### config.mk
export PLATFORM = sky130hd
export DESIGN_NAME = instruction_fetch
export DESIGN_NICKNAME = d
export VERILOG_FILES = /design/src/rtl/instruction_fetch.sv
export SDC_FILE = /design/constraint.sdc
export NUM_CORES = 1
export LEC_CHECK = 0
export BUFFER_PORTS_ARGS = -buffer_cell sky130_fd_sc_hd__buf_2
export CAP_MARGIN = 20
export CORE_UTILIZATION = 47
export DETAILED_ROUTE_END_ITERATION = 7
export PLACE_DENSITY_LB_ADDON = 0.08
export SLEW_MARGIN = 20
export SYNTH_ARGS = -nofsm -noshare
export SYNTH_HDL_FRONTEND = slang
export SYNTH_SLANG_ARGS = --single-unit
### constraint.sdc
create_clock -name clk -period 5 [get_ports clk]
set_clock_uncertainty 0.2 [all_clocks]
set_input_delay 0.25 -clock clk [delete_from_list [all_inputs] [get_ports clk]]
set_output_delay 0.25 -clock clk [all_outputs]
set_load 0.005 [all_outputs]
### src/rtl/instruction_fetch.sv
// Instruction fetch stage: single-outstanding memory requests feeding a 2-entry
// {pc, inst} FIFO toward decode, with redirect handling that drops stale responses.
module instruction_fetch #(
    parameter logic [31:0] RESET_PC = 32'h0000_0000,
    parameter logic [31:0] NOP_INST = 32'h0000_0013
) (
    input  logic        clk,
    input  logic        rst_n,
    input  logic        clk_en,
    input  logic        stall_id,
    input  logic        branch_taken,
    input  logic [31:0] jump_addr,
    output logic        imem_req,
    output logic [31:0] imem_addr,
    input  logic        imem_gnt,
    input  logic        imem_rvalid,
    input  logic [31:0] imem_rdata,
    output logic [31:0] inst_id,
    output logic [31:0] pc_id,
    output logic        valid_id
);

    localparam logic [1:0] ST_REQ  = 2'd0;
    localparam logic [1:0] ST_WAIT = 2'd1;
    localparam logic [1:0] ST_DROP = 2'd2;

    localparam logic [31:0] WORD_MASK = 32'hFFFF_FFFC;

    logic [1:0]  state_q, state_d;
    logic [31:0] pc_f_q, pc_f_d;
    logic [31:0] req_pc_q, req_pc_d;
    logic [1:0]  count_q, count_d;
    logic        wr_ptr_q, wr_ptr_d;
    logic        rd_ptr_q, rd_ptr_d;
    logic [31:0] fifo_pc_q   [2];
    logic [31:0] fifo_inst_q [2];

    logic redirect;
    logic grant;
    logic push;
    logic pop;
    logic in_flight;

    always_comb begin
        imem_req  = rst_n && (state_q == ST_REQ) && (count_q < 2'd2);
        imem_addr = pc_f_q & WORD_MASK;
        valid_id  = rst_n && (count_q != 2'd0);
        inst_id   = valid_id ? fifo_inst_q[rd_ptr_q] : NOP_INST;
        pc_id     = valid_id ? fifo_pc_q[rd_ptr_q]   : 32'h0;
    end

    assign redirect = branch_taken && clk_en;
    assign grant    = imem_req && imem_gnt;
    // A response is still owed after this edge unless it arrives right now.
    assign in_flight = ((state_q == ST_WAIT || state_q == ST_DROP) && !imem_rvalid) || grant;

    // NOTE: every signal gets a default before any branch so no latch is inferred.
    always_comb begin
        state_d  = state_q;
        pc_f_d   = pc_f_q;
        req_pc_d = req_pc_q;
        count_d  = count_q;
        wr_ptr_d = wr_ptr_q;
        rd_ptr_d = rd_ptr_q;
        push     = 1'b0;
        pop      = 1'b0;

        if (clk_en) begin
            if (redirect) begin
                pc_f_d   = jump_addr & WORD_MASK;
                count_d  = 2'd0;
                wr_ptr_d = 1'b0;
                rd_ptr_d = 1'b0;
                state_d  = in_flight ? ST_DROP : ST_REQ;
            end else begin
                case (state_q)
                    ST_REQ: begin
                        if (grant) begin
                            req_pc_d = pc_f_q;
                            pc_f_d   = pc_f_q + 32'd4;
                            state_d  = ST_WAIT;
                        end
                    end
                    ST_WAIT: begin
                        if (imem_rvalid) begin
                            push    = 1'b1;
                            state_d = ST_REQ;
                        end
                    end
                    ST_DROP: begin
                        if (imem_rvalid) state_d = ST_REQ;
                    end
                    default: state_d = ST_REQ;
                endcase
                pop      = valid_id && !stall_id;
                count_d  = count_q + {1'b0, push} - {1'b0, pop};
                wr_ptr_d = wr_ptr_q ^ push;
                rd_ptr_d = rd_ptr_q ^ pop;
            end
        end
    end

    // NOTE: sequential state uses non-blocking assignments so all registers see pre-edge values.
    always_ff @(posedge clk) begin
        if (!rst_n) begin
            state_q  <= ST_REQ;
            pc_f_q   <= RESET_PC & WORD_MASK;
            req_pc_q <= 32'h0;
            count_q  <= 2'd0;
            wr_ptr_q <= 1'b0;
            rd_ptr_q <= 1'b0;
        end else begin
            state_q  <= state_d;
            pc_f_q   <= pc_f_d;
            req_pc_q <= req_pc_d;
            count_q  <= count_d;
            wr_ptr_q <= wr_ptr_d;
            rd_ptr_q <= rd_ptr_d;
        end
    end

    // NOTE: FIFO storage is not reset; the count alone decides what is visible.
    always_ff @(posedge clk) begin
        if (push && rst_n) begin
            fifo_pc_q[wr_ptr_q]   <= req_pc_q;
            fifo_inst_q[wr_ptr_q] <= imem_rdata;
        end
    end

endmodule
==> summary.md <==
| Metric | Value |
|---|---|
| Chip Height | around 130 um |
| Initial Utilization | between 40% and 50% |
| Syn Area/Cell | 11.6 sq um |
| Pin count of the biggest net entering global routing | 63 |
| Final Cycle Share | approximately 57% |
| Min Tclk post-route | roughly 2.8 ns |
| WL final | ~18000 um |
| Routed wire per std cell | 15.8 um |
| Port bufs | roughly 160 |
| Max Freq | 352 MHz |
| Comb pwr share | around 5.4% |
| Count of different cell masters after synthesis | between 50 and 60 |
| Insertion delay of the later-clocked pin in the worst-skew pair | 0.42 ns |
| Via density | ~5.3 |
| Fraction of layout cells with a size suffix above 1 | 23.4% |
| Pwr per Cell Area | 320 nW/um^2 |
| # diodes | 0 |
| Maximum VDD drop | 0.235 mV |
| CTS Buffer Depth | 2 |
| Core area | 16500 sq um |
| # nets final | a little under 1000 |
| Max-Slew Margin vs Limit | approximately a quarter |
| Cell internal pwr | 2.57 mW |
| Die ar. | 17400 sq um |
| Type of the worst setup path | reg -> reg |
| Crit-path max FO | 37 |
| Endpoints failing setup | 0 |
| Sequential Power Share | 52.9% |
| Vias in the first global route | roughly 5700 |
| Switch share | 20.9% |
| Clock power frac | 41.7% |
| Clock sink count | between 150 and 200 |
| Clk slew on worst S/H paths | 0.07 ns |
| CTS Buf Count | 17 |
| Primary FF master, synth | edfxtp_1 |
| Worst hold slack | between 0.02 and 0.025 ns |
| Cells after DPL | a little over 1000 |
| Pre-CTS WS | about 2.1 ns |
| Post-Layout Cell Count | 1127 |
| FFs w/ async S/R, synth | 0% |
| Synthesized flop and latch total | roughly 190 |
| RSZ-0062 raised after global routing | false |
| Routed Antenna Nets | 0 |
| Total Neg Setup Slack | 0 ns |
| Final Power | 3.24 mW |
| Area growth syn-to-layout | 27.6% |
| Drt first pass iters | 5 |
| CTS tree | yes |
| Worst Max-Slew Pin Slew | 1.11 ns |
| DRT iter0 DRCs | 335 |
| EDFF count, synth | between 100 and 150 |
| Final slew viol count | 0 |
| Max_cap viols | 0 |
| CTS Root Cell | clkbuf_16 |
| Most frequent cells in the layout | buf_2 (162), edfxtp_1 (124), nand2_1 (90) |
| Total Routing Usage GR | 20.8% |
| Leading cell type in the layout, fill and taps excluded | buf_2 |
| CP arrival | roughly 2.7 ns |
| Placer Congestion | roughly 0.85 |
| Sequential area share after synthesis | about 64% |
| Post-CTS Repair Setup Buffers | 0 |
| # DRC | 0 |
| Post-CTS Resized | 0 |
| Cell Area, Synth | between 7000 and 8000 sq um |
| Fin. Hold Viols | 0 |
| Hold Path Depth | 5 |
| DR vias | approximately 6000 |
| Worst EP required | slightly below 5 ns |
| Startpoint Class | register |
| Initial antenna violation count | 0 |
| Hold crit path type | in -> reg |
| Leakage | ~3.8 nW |
| Depth of the most critical reg-to-reg path | 6 |
| Synth warn | 0 |
| FP Rows | 47 |
| Hold buffers post-CTS | 61 |
| Die X | 132 um |
| # IOs | ~170 |
| Syn Inst Count | ~700 |
| Crit. End Element | register |
| First-pass GRT wire length | 28600 um |
| Status | finished, final reports clean |
| GRT overflow | 0 |
| Post-DP HPWL | approximately 11000 um |
| Setup ws final | 2.16 ns |
| Clock H-tree levels | 4 |
| Sw Pwr | 0.677 mW |
==> final timing paths <==
path / from / endpoint / slack (ns)
setup / recovery: state_q[1] / fifo_inst_q[1][8] / 2.16
hold / removal: jump_addr[3] / pc_f_q[3] / 0.02
setup reg to reg: state_q[1] / fifo_inst_q[1][8] / 2.16
hold reg to reg: req_pc_q[20] / fifo_pc_q[1][20] / 0.26
==> cell families (layout without fill, tap and decap cells) <==
group / after synthesis / count (layout) / synth area share [%]
buffers and inverters: 56 / 273 / 3.01
other: 1 / 4 / 0.0472
flip-flops: 191 / 191 / 63.8
adder cells (fa/ha/maj): 5 / 5 / 0.788
multiplexers: 63 / 63 / 7.94
AO/OA/AOI/OAI: 118 / 118 / 9.16
XOR/XNOR: 13 / 13 / 1.43
AND/OR/NAND/NOR: 240 / 240 / 13.8
==> metal layers <==
layer / vias up / track usage, % / share of wire [%]
met5: - / 0 / 0
met4: 0 / 6.72 / 1.2
met3: 20 / 4.31 / 6.5
met2: 219 / 33.3 / 47
met1: 2819 / 28.5 / 45
li1: 2915 / - / -
==> power groups by stage <==
stage / combinational (mW) / clock (mW) / sequential (mW)
after floorplan: 0.0736 / 0 / 1.74
after global placement: 0.131 / 0 / 1.75
after detailed placement: 0.136 / 0 / 1.75
after CTS: 0.173 / 1.38 / 1.72
after global routing: 0.191 / 1.45 / 1.72
final: 0.174 / 1.35 / 1.72
==> area by class of cell <==
class                           instances  area [sq um]
Fill cell                            1370          6390
Tap cell                              220           275
Clock buffer                           19           433
Clock inverter                         13           164
Sequential cell                       191          5070
Timing Repair Buffer                  231          1480
Inverter                               10          37.5
Multi-Input combinational cell        443          2670
==> sequential cells by signal, summed over array words and instances (netlist names), named ones only <==
name         count
count_q          2
pc_f_q          30
state_q          2
fifo_pc_q       60
wr_ptr_q         1
req_pc_q        30
rd_ptr_q         1
fifo_inst_q     64
==> metrics by stage <==
stage	instance area (sq um)	utilization [%]
3_5_place_dp	8920	54.0
3_3_place_gp	8920	54.0
2_1_floorplan	7950	-
6_report	10100	61.3
4_1_cts	10100	61.3
5_1_grt	10100	61.3
==> synthesized netlist by cell type, drive strengths merged, types with 2 or more instances <==
cell type	instances	area share, %
nand2b	4	0.32
a22oi	12	1.1
ha	5	0.79
a211oi	10	0.95
o21ai	22	1.4
nor3	4	0.32
buf	18	1.2
o31ai	3	0.28
o211ai	3	0.28
a21oi	44	2.8
nand4	6	0.47
a31o	2	0.22
edfxtp	124	47
nor4	10	0.79
nand2	90	4.3
and4	4	0.46
mux2i	63	7.9
nor2b	2	0.16
a21boi	2	0.19
xnor2	11	1.2
or4	2	0.19
nand3	18	1.2
and2	2	0.16
nor2	78	3.8
inv	10	0.47
xor2	2	0.22
nand3b	2	0.19
clkbuf	28	1.3
dfxtp	67	17
o22ai	7	0.55
a311oi	4	0.44
a31oi	3	0.24
and3	12	0.95
==> critical path, cell delays in order, from the launching register on <==
cell and delay, ns:
dfxtp_1 0.31, inv_1 0.10, ha_1 0.17, nand2_1 0.07, nor3b_1 0.31, and3_2 0.85
buf_4 0.47
No activity file was read; power rests on OpenSTA's default activity.
